File: src/rtl/neo_pkg.sv
// rtl/neo_pkg.sv - shared encodings and state type for the NeoPixel frame sequencer
package neo_pkg;
    localparam int MAX_PIXELS = 8;
    localparam int PIX_W      = $clog2(MAX_PIXELS);

    localparam logic [1:0] COLOR_RED   = 2'b00;
    localparam logic [1:0] COLOR_BLUE  = 2'b01;
    localparam logic [1:0] COLOR_GREEN = 2'b10;

    typedef enum logic [1:0] {IDLE, LOAD, SEND, HOLD} state_e;
endpackage

File: src/rtl/neo_frame_sequencer_if.sv
// rtl/neo_frame_sequencer_if.sv - host write port plus strand controller load/send handshake
interface neo_frame_sequencer_if;
    logic       wr_valid;
    logic       wr_ready;
    logic [2:0] wr_pixel;
    logic [1:0] wr_color;
    logic [7:0] wr_level;
    logic       commit;
    logic       ready_to_load;
    logic       ready_to_send;
    logic [7:0] color_level;
    logic [1:0] color_index;
    logic [2:0] pixel_index;
    logic       load_color;
    logic       send_it;
    logic       busy;
    logic [7:0] frames_sent;

    modport master (
        output wr_valid, wr_pixel, wr_color, wr_level, commit, ready_to_load, ready_to_send,
        input  wr_ready, color_level, color_index, pixel_index, load_color, send_it, busy, frames_sent
    );

    modport slave (
        input  wr_valid, wr_pixel, wr_color, wr_level, commit, ready_to_load, ready_to_send,
        output wr_ready, color_level, color_index, pixel_index, load_color, send_it, busy, frames_sent
    );
endinterface

File: src/rtl/neo_shadow_frame.sv
// rtl/neo_shadow_frame.sv - per-pixel colour bytes with a dirty bit each; host write, scan read
module neo_shadow_frame
    import neo_pkg::*;
#(
    parameter int NUM_PIXELS = 5
) (
    input  logic             clock,
    input  logic             reset_n,
    input  logic             wr_en,
    input  logic [PIX_W-1:0] wr_pixel,
    input  logic [1:0]       wr_color,
    input  logic [7:0]       wr_level,
    input  logic [PIX_W-1:0] rd_pixel,
    input  logic [1:0]       rd_color,
    output logic [7:0]       rd_level,
    output logic             rd_dirty,
    input  logic             clr_dirty
);
    logic [7:0] level_mem [NUM_PIXELS][3];
    logic [2:0] dirty     [NUM_PIXELS];

    always_ff @(posedge clock or negedge reset_n) begin
        if (!reset_n) begin
            for (int p = 0; p < NUM_PIXELS; p++) begin
                dirty[p] <= '0;
                for (int c = 0; c < 3; c++) level_mem[p][c] <= '0;
            end
        end else begin
            if (clr_dirty) dirty[rd_pixel][rd_color] <= 1'b0;
            // a host write landing on the scanned byte keeps it dirty
            if (wr_en) begin
                level_mem[wr_pixel][wr_color] <= wr_level;
                dirty[wr_pixel][wr_color]     <= 1'b1;
            end
        end
    end

    assign rd_level = level_mem[rd_pixel][rd_color];
    assign rd_dirty = dirty[rd_pixel][rd_color];
endmodule

File: src/rtl/neo_frame_sequencer.sv
// rtl/neo_frame_sequencer.sv - replays changed shadow bytes into the strand controller, then sends
module neo_frame_sequencer
    import neo_pkg::*;
#(
    parameter int NUM_PIXELS     = 5,
    parameter int REFRESH_CYCLES = 0
) (
    input  logic                  clock,
    input  logic                  reset_n,
    neo_frame_sequencer_if.slave  bus
);
    localparam int RMAX = (REFRESH_CYCLES > 0) ? REFRESH_CYCLES - 1 : 0;
    localparam int CW   = (RMAX > 0) ? $clog2(RMAX + 1) : 1;

    state_e           state;
    logic [PIX_W-1:0] scan_pixel;
    logic [1:0]       scan_color;
    logic             pending_commit;
    logic [7:0]       frames_sent;
    logic [CW-1:0]    refresh_cnt;
    logic [7:0]       rd_level;
    logic             rd_dirty;
    logic             in_load, wr_keep, load_fire, step, last_entry, refresh_hit;

    assign in_load     = (state == LOAD);
    assign wr_keep     = bus.wr_valid && bus.wr_ready && (bus.wr_color != 2'b11)
                         && (32'(bus.wr_pixel) < NUM_PIXELS);
    assign load_fire   = in_load && rd_dirty && bus.ready_to_load;
    assign step        = in_load && (!rd_dirty || bus.ready_to_load);
    assign last_entry  = (32'(scan_pixel) == NUM_PIXELS - 1) && (scan_color == COLOR_GREEN);
    assign refresh_hit = (REFRESH_CYCLES > 0) && (refresh_cnt == CW'(RMAX));

    neo_shadow_frame #(.NUM_PIXELS(NUM_PIXELS)) u_shadow (
        .clock     (clock),
        .reset_n   (reset_n),
        .wr_en     (wr_keep),
        .wr_pixel  (bus.wr_pixel),
        .wr_color  (bus.wr_color),
        .wr_level  (bus.wr_level),
        .rd_pixel  (scan_pixel),
        .rd_color  (scan_color),
        .rd_level  (rd_level),
        .rd_dirty  (rd_dirty),
        .clr_dirty (load_fire)
    );

    always_ff @(posedge clock or negedge reset_n) begin
        if (!reset_n) begin
            state          <= IDLE;
            scan_pixel     <= '0;
            scan_color     <= COLOR_RED;
            pending_commit <= 1'b0;
            frames_sent    <= '0;
            refresh_cnt    <= '0;
        end else begin
            if (bus.commit && state != IDLE) pending_commit <= 1'b1;
            case (state)
                IDLE: begin
                    if (REFRESH_CYCLES > 0 && refresh_cnt != CW'(RMAX))
                        refresh_cnt <= refresh_cnt + CW'(1);
                    // commit outranks a refresh that matures in the same cycle
                    if (bus.commit || pending_commit) begin
                        state          <= LOAD;
                        scan_pixel     <= '0;
                        scan_color     <= COLOR_RED;
                        pending_commit <= 1'b0;
                    end else if (refresh_hit) begin
                        state <= SEND;
                    end
                end
                LOAD: begin
                    if (step) begin
                        if (last_entry) begin
                            state <= SEND;
                        end else if (scan_color == COLOR_GREEN) begin
                            scan_color <= COLOR_RED;
                            scan_pixel <= scan_pixel + 1'b1;
                        end else begin
                            scan_color <= (scan_color == COLOR_RED) ? COLOR_BLUE : COLOR_GREEN;
                        end
                    end
                end
                SEND: begin
                    if (bus.ready_to_send) begin
                        state       <= HOLD;
                        frames_sent <= frames_sent + 8'd1;
                    end
                end
                HOLD: begin
                    // controller dropping ready_to_send means it has started shifting
                    if (!bus.ready_to_send) begin
                        state       <= IDLE;
                        refresh_cnt <= '0;
                    end
                end
                default: state <= IDLE;
            endcase
        end
    end

    assign bus.wr_ready    = (state != LOAD);
    assign bus.load_color  = load_fire;
    assign bus.color_level = (in_load && rd_dirty) ? rd_level : 8'd0;
    assign bus.color_index = (in_load && rd_dirty) ? scan_color : 2'd0;
    assign bus.pixel_index = (in_load && rd_dirty) ? scan_pixel : '0;
    assign bus.send_it     = (state == SEND) && bus.ready_to_send;
    assign bus.busy        = (state != IDLE);
    assign bus.frames_sent = frames_sent;
endmodule

File: src/flat_wrapper.sv
// flat-port wrapper written by rule: the top's interface ports become plain ports
module neo_frame_sequencer_flat import neo_pkg::*;
#(
    parameter int NUM_PIXELS     = 5,
    parameter int REFRESH_CYCLES = 0
)
  (clock, reset_n, bus_wr_valid, bus_wr_pixel, bus_wr_color, bus_wr_level, bus_commit, bus_ready_to_load, bus_ready_to_send, bus_wr_ready, bus_color_level, bus_color_index, bus_pixel_index, bus_load_color, bus_send_it, bus_busy, bus_frames_sent);
  neo_frame_sequencer_if bus_i ();
  input  logic clock;
  input  logic reset_n;
  input wire logic [$bits(bus_i.wr_valid)-1:0] bus_wr_valid;
  input wire logic [$bits(bus_i.wr_pixel)-1:0] bus_wr_pixel;
  input wire logic [$bits(bus_i.wr_color)-1:0] bus_wr_color;
  input wire logic [$bits(bus_i.wr_level)-1:0] bus_wr_level;
  input wire logic [$bits(bus_i.commit)-1:0] bus_commit;
  input wire logic [$bits(bus_i.ready_to_load)-1:0] bus_ready_to_load;
  input wire logic [$bits(bus_i.ready_to_send)-1:0] bus_ready_to_send;
  output wire logic [$bits(bus_i.wr_ready)-1:0] bus_wr_ready;
  output wire logic [$bits(bus_i.color_level)-1:0] bus_color_level;
  output wire logic [$bits(bus_i.color_index)-1:0] bus_color_index;
  output wire logic [$bits(bus_i.pixel_index)-1:0] bus_pixel_index;
  output wire logic [$bits(bus_i.load_color)-1:0] bus_load_color;
  output wire logic [$bits(bus_i.send_it)-1:0] bus_send_it;
  output wire logic [$bits(bus_i.busy)-1:0] bus_busy;
  output wire logic [$bits(bus_i.frames_sent)-1:0] bus_frames_sent;
  assign bus_i.wr_valid = bus_wr_valid;
  assign bus_i.wr_pixel = bus_wr_pixel;
  assign bus_i.wr_color = bus_wr_color;
  assign bus_i.wr_level = bus_wr_level;
  assign bus_i.commit = bus_commit;
  assign bus_i.ready_to_load = bus_ready_to_load;
  assign bus_i.ready_to_send = bus_ready_to_send;
  assign bus_wr_ready = bus_i.wr_ready;
  assign bus_color_level = bus_i.color_level;
  assign bus_color_index = bus_i.color_index;
  assign bus_pixel_index = bus_i.pixel_index;
  assign bus_load_color = bus_i.load_color;
  assign bus_send_it = bus_i.send_it;
  assign bus_busy = bus_i.busy;
  assign bus_frames_sent = bus_i.frames_sent;
  neo_frame_sequencer #(.NUM_PIXELS(NUM_PIXELS), .REFRESH_CYCLES(REFRESH_CYCLES)) u_core (.clock(clock), .reset_n(reset_n), .bus(bus_i));
endmodule
File: config.mk
export PLATFORM = sky130hd
export DESIGN_NAME = neo_frame_sequencer_flat
export DESIGN_NICKNAME = d
export VERILOG_FILES = /design/src/rtl/neo_pkg.sv /design/src/rtl/neo_frame_sequencer_if.sv /design/src/rtl/neo_shadow_frame.sv /design/src/rtl/neo_frame_sequencer.sv /design/src/flat_wrapper.sv
export SDC_FILE = /design/constraint.sdc
export NUM_CORES = 1
export LEC_CHECK = 0
export CORE_ASPECT_RATIO = 0.9
export CORE_MARGIN = 2
export CORE_UTILIZATION = 40
export DETAILED_ROUTE_END_ITERATION = 10
export SYNTH_ARGS = -nofsm -noshare
export SYNTH_HDL_FRONTEND = slang
export SYNTH_HIERARCHICAL = 1
export SYNTH_SLANG_ARGS = --single-unit
File: constraint.sdc
create_clock -name clock -period 3.65 [get_ports clock]
set_clock_uncertainty 0.1 [all_clocks]
set_input_delay 0.365 -clock clock [delete_from_list [all_inputs] [get_ports clock]]
set_output_delay 0.365 -clock clock [all_outputs]
set_load 0.02 [all_outputs]
Word-level counts from Yosys, hierarchy flattened
Cells that the tools add are included.

operators by class
  reductions and logical operators = 25
  add/sub/neg operators = 2
  multiplexer cells = 49
  $lt $le $gt $ge = 12
  equality and inequality tests = 14
  bitwise gates (word level) = 7

operator list
  operator               count
  $bwmux W120            1
  $bmux W24 S3           1
  $demux W24 S3          1
  $mux W24               3
  $mux W8                4
  $mux W15               2
  $mux W3                9
  $mux W2                11
  $demux W3 S3           2
  $bmux W8 S2            1
  $demux W8 S2           1
  $and A15 B15 Y15       1
  $not A15 Y15           1
  $or A15 B15 Y15        1
  $logic_and A1 B1 Y1    14
  $ne A2 B2 Y1 const B   7
  $reduce_and A5 Y1      2
  $bmux W3 S3            1
  $add A8 B1 Y8 const B  1
  $ge A4 B4 Y1 const B   2
  $lt A4 B1 Y1 const B   2
  $not A3 Y4             2
  $pmux W2 S4            1
  $eq A2 B2 Y1 const B   3
  21 further kinds       35

word-level totals
  word-level logic and storage cells = 134
  bits in registers = 151
  input port bits = 19
  output and inout bits = 25

Depth between registers and ports, before layout
  depth after elaboration = 11
  depth in mapped cells = 11
  gate-level depth less buffers = 8

By module
Netlist, hierarchy kept.

modules (own cells, without submodules)
  module               times used  sequential area each (sq um)  area an instance (sq um)  cells an instance
  neo_shadow_frame     1           3378.2                        6382.4                    496
  neo_frame_sequencer  1           400.4                         1016.0                    101

Worst setup path after synthesis
Ideal clock, no wire load.

  kind = register -> register
  start point = reg u_core.scan_pixel[2]
  end point = reg u_core/u_shadow/dirty[10] (netlist bit)
  path slack = 1.004 ns
  setup time = 0.128 ns
  required time = 3.422 ns
  arrival = 2.418 ns
  period minus slack after synthesis = 2.646 ns
  cell stages (with the launch flop) = 10
  path buffers = 1
  cell sequence = dfrtp_1 -> or4_1 -> clkbuf_1 -> o22ai_1 -> nor2_1 -> o211ai_1 -> and3_1 -> nand3b_1 -> o41ai_1 -> nand2_1

between the ends
  longest elaborated chain between the ends = 11
  elaborated cells on any way between the ends = 18
  classes of those cells = 2 x order compare; 9 x mux; 4 x bitwise; 3 x reduce/logical

ends and longest elaborated chain
  element                                         RTL line                   text
  start: declaration                              neo_frame_sequencer.sv:16  logic [PIX_W-1:0] scan_pixel;
  start signal: assignment                        neo_frame_sequencer.sv:77  scan_pixel <= scan_pixel + 1'b1;
  $not A3 Y4 (implied by the code) (*)            neo_shadow_frame.sv:39     assign rd_dirty = dirty[rd_pixel][rd_color];
  $bmux W3 S3 (*)                                 neo_shadow_frame.sv:39
  $mux W3 (implied by the code) (*) (2 in a row)  neo_shadow_frame.sv:39
  $bmux W1 S2 (*)                                 neo_shadow_frame.sv:39
  $mux W1 (implied by the code) (*)               neo_shadow_frame.sv:39
  net u_core.rd_dirty                             neo_frame_sequencer.sv:22  logic rd_dirty;
  $logic_and A1 B1 Y1 (*) (2 in a row)            neo_frame_sequencer.sv:28  assign load_fire = in_load && rd_dirty && bus.ready_to_load;
  net bus_load_color                              flat_wrapper.sv:22         output wire logic [$bits(bus_i.load_color)-1:0] bus_load_color;
  $mux W15 (*)                                    neo_shadow_frame.sv:29     if (clr_dirty) dirty[rd_pixel][rd_color] <= 1'b0;
  $or A15 B15 Y15 (no line)                       n/a
  $mux W15 (*)                                    neo_shadow_frame.sv:31     if (wr_en) begin
  end signal: indexed assignment                  neo_shadow_frame.sv:25     dirty[p] <= '0;
  end signal: indexed assignment                  neo_shadow_frame.sv:29
  end signal: indexed assignment                  neo_shadow_frame.sv:33     dirty[wr_pixel][wr_color] <= 1'b1;
  end: declaration                                neo_shadow_frame.sv:20     logic [2:0] dirty [NUM_PIXELS];

The timed path passes the listed nets; every way through them passes the cells marked *. The select of a mux whose other input is x is not followed.
A chain may end at the register's enable or synchronous reset.

Worst setup path in the final report
  start point = reg u_core.scan_pixel[2]
  end point = out bus_color_level[3]

between the ends
  longest elaborated chain between the ends = 8
  elaborated cells on any way between the ends = 14
  classes of those cells = 12 x mux; 1 x bitwise; 1 x reduce/logical

ends and longest elaborated chain
  element                                     RTL line                    text
  $not A3 Y4 (implied by the code)            neo_shadow_frame.sv:39
  $bmux W3 S3                                 neo_shadow_frame.sv:39
  $mux W3 (implied by the code) (2 in a row)  neo_shadow_frame.sv:39
  $bmux W1 S2                                 neo_shadow_frame.sv:39
  $mux W1 (implied by the code)               neo_shadow_frame.sv:39
  net u_core.rd_dirty                         neo_frame_sequencer.sv:22
  $logic_and A1 B1 Y1                         neo_frame_sequencer.sv:103  assign bus.color_level = (in_load && rd_dirty) ? rd_level : 8'd0;
  $mux W8                                     neo_frame_sequencer.sv:103
  end: declaration                            flat_wrapper.sv:19          output wire logic [$bits(bus_i.color_level)-1:0] bus_color_level;

The timed path passes the listed nets, and every way through them passes these cells. The select of a mux whose other input is x is not followed.

==> impl_results.md <==
* Status: completed
* Setup Viol. Count Final at 0
* Clk root buf: clkbuf_16
* Worst-margin pin slew at about 840 ps
* Share of post-route cells with drive strength above 1 at 0.3068
* IO Count at between 40 and 50
* CP arrival at roughly 3100 ps
* Min cycle time layout at 3527 ps
* CP max FO at 12
* Final hold violation count at 0
* CP max stage cell: clkdlybuf4s50_1
* Vias in the first global route at roughly 5,000
* Cell taking the most area after synthesis: dfrtp_1
* Synthesized instance count at 597
* Ys async rst share at 1.000
* Post-Syn Area at 7398 um2
* Syn avg cell area at around 12 um2
* Cell variety after synth at 60
* Sequential area share after synthesis at 0.5107
* RSZ-0062 raised after global routing: no
* First-pass GRT wire length at 29,200 um
* Cell mode on critical path: buf_4
* Port bufs at 43
* Initial core utilization at 0.4058
* CP delay by family, top: buffers and inverters
* Number of remaining DRC errors at 0
* Via count at a little over 5,000
* Synth top area cells: dfrtp_1 (51%), mux2_2 (18%), mux2i_1 (5.5%)
* TritonCTS Buffers at 17
* Top FF cell, synth: dfrtp_1
* Total gr overflow at 0
* CTS tree: done
* Post-Route WL at 18,230 um
* Cell row count at 47
* Layout area overhead at 19.01%
* Die Area at around 20,000 um2
* Total GRT Usage at 0.1955
* Crit Path Class: reg -> out
* Max-cap violations at 0
* Die height at 133.0 um
* Syn Nets at about 620
* TritonCTS Sinks at 151
* Area of the core at 18,230 um2
* Die Wd at around 150 um
* Lkg Pwr at 4.193 nW
* Max-slew violations at 0
* TritonRoute pass-1 iters at 5
* Htree depth at 4
* DP Worst Slack at around 280 ps
* Crit. End Element: output port
* Clock Path Buffers at 2
* Pwr dens at 622.6 nW/um2
* Setup slack after layout at 122.8 ps
* Remaining antenna violation count at 0
* Maximum VDD drop at about 0.00038 V
* DRT iter0 DRCs at 350
* Setup TNS at 0 ps
* Final Cycle Share at 0.9663
* Gpl congestion at 0.8148
* Relative slew margins at 0.4381
* Drt via density at roughly 5.5
* Worst EP required at approximately 3200 ps
* YS warnings at 6
* Critical path, cell by cell: buf_4 -> or4_1 -> o22ai_1 -> nor2_1 -> o211ai_1 -> buf_4 -> and3_1 -> clkdlybuf4s50_1
* WP buf/inv at 3
* Largest net degree at the start of global routing at about 90
* FMAX at 0.2835 GHz
* Worst setup SP type: flip-flop
* WL/cell at 20.03 um
* Final #Nets at a little under 700
* Worst path max stage delay at approximately 600 ps
* Post-DP HPWL at 12,630 um
* Top-area cell type share of the netlist area at 0.5107
* Clk_lat worst skew at 420 ps
* Yosys reg bits at around 150
* Number of synthesized flops with an enable pin at 0
* Ant diodes at 0
* CTS clock-pin slew for the worst setup and hold paths at around 60 ps
* Hold WC Path Type: reg -> reg
* Initial antenna violation count at 0
layout by cell type, fill, tap and decap left out, drive strengths merged, types with 5 or more instances in the layout:
cell type      instances
dfrtp                151
mux2                 123
nand2                 50
mux2i                 41
nor2                  38
clkdlybuf4s50         33
buf                   25
clkbuf                24
o21ai                 22
and3                  14
inv                   10
dlymetal6s2s           9
ha                     8
o22ai                  8
nand2b                 6
nor3                   6
nor3b                  6
nand4                  5
xnor2                  5
a22o                   5
a311oi                 5
final timing paths:
kind / start / to / slack (ps) / cells past startpoint
min: u_core/bus.frames_sent[7] / u_core/bus.frames_sent[7] / 370 / 1
max reg2reg: u_core/scan_pixel[2] / u_core/u_shadow/dirty[10] / 630 / 11
max in group asynchronous: reset_n / u_core/u_shadow/level_mem[93] / 2070 / 3
max: u_core/scan_pixel[2] / bus_color_level[3] / 120 / 8
min in group asynchronous: reset_n / u_core/u_shadow/level_mem[108] / 480 / 2
min reg2reg: u_core/bus.frames_sent[7] / u_core/bus.frames_sent[7] / 370 / 1
kinds of logic (layout without fill, tap and decap cells):
| logic type | after synthesis | after routing | share of synthesized area |
|---|---|---|---|
| fa+ha+maj | 8 | 8 | 0.01353 |
| buf+inv | 42 | 110 | 0.02587 |
| compound gates | 68 | 68 | 0.07002 |
| mux | 168 | 168 | 0.2554 |
| flops | 151 | 151 | 0.5107 |
| simple gates | 153 | 153 | 0.1162 |
| xor+xnor | 7 | 7 | 0.008287 |
state kept, by name, indices dropped and copies added (netlist names):
register / flops
u_core/bus.frames_sent: 8
u_core/pending_commit: 1
u_core/scan_color: 2
u_core/scan_pixel: 3
u_core/state: 2
u_core/u_shadow/dirty: 15
u_core/u_shadow/level_mem: 120
per-layer routing:
| metal | vias to the layer above | share of wire | track usage |
|---|---|---|---|
| li1 | 2292 | - | - |
| met1 | 2616 | 0.48 | 0.2767 |
| met2 | 123 | 0.47 | 0.3102 |
| met3 | 15 | 0.045 | 0.04414 |
| met4 | 0 | 0.0095 | 0.04167 |
| met5 | - | 0 | 0 |
Yosys cell counts, types with 3 or more instances:
library cell / number
a222oi_1: 4
a22o_1: 5
a311oi_1: 5
a32oi_1: 3
and2_1: 4
and3_1: 13
and4b_1: 3
buf_2: 9
buf_4: 4
clkbuf_1: 17
dfrtp_1: 151
ha_1: 8
inv_1: 10
mux2_1: 3
mux2_2: 119
mux2i_1: 41
mux4_2: 4
nand2_1: 38
nand2_2: 12
nand2b_1: 6
nand3_1: 4
nand3b_1: 4
nand4_1: 5
nor2_1: 38
nor2b_1: 3
nor3_1: 5
nor3b_4: 3
o211ai_1: 4
o21ai_0: 22
o22ai_1: 8
o31ai_1: 3
or3b_1: 3
xnor2_1: 5
through the flow:
step                instances  total power [mW]  cell area (um2)    util  hold WS, ps
floorplan                 597             3.180             7398       -       -30.59
global placement          875             3.685             8162  0.4477        362.6
detailed placement        875             3.746             8162  0.4477        366.8
CTS                       910             5.521             8773  0.4813        374.4
global route              910             5.782             8805  0.4830        404.7
finish                    910             5.482             8805  0.4830        368.2
where the power goes:
| part | leakage [nW] | total (mW) | switching [mW] | internal [mW] |
|---|---|---|---|---|
| clock | 0.286 | 1.73 | 0.658 | 1.07 |
| sequential | 2.02 | 2.17 | 0.206 | 1.96 |
| combinational | 1.89 | 1.58 | 0.865 | 0.715 |
| total | 4.19 | 5.48 | 1.73 | 3.75 |
timing repair:
item,4_1_cts,5_1_grt
endpoints found under the hold margin,88,0
hold buffers,1,0
resized for setup,0,12
endpoints found under the setup margin,9,14
gates cloned,0,0
pin swaps,1,0
buffers inserted,2,0
layout make-up:
class	instances	area (um2)
clock buffer	24	491.7
clock inverter	8	95.09
fill	1596	9425
inverter	10	37.54
multi-input combinational	404	3435
sequential	151	3782
tap	245	306.5
timing repair buffer	68	656.9
worst reg2reg max path, cell delays in order, from the launching register on:
cell and delay (ps):
dfrtp_2 470, buf_4 200, or4_1 560, o22ai_1 200, nor2_1 60, o211ai_1 140
buf_4 200, and3_1 180, buf_4 140, nand3b_1 190, o41ai_1 340, nand2_1 110
(Power assumes the default switching activity.)
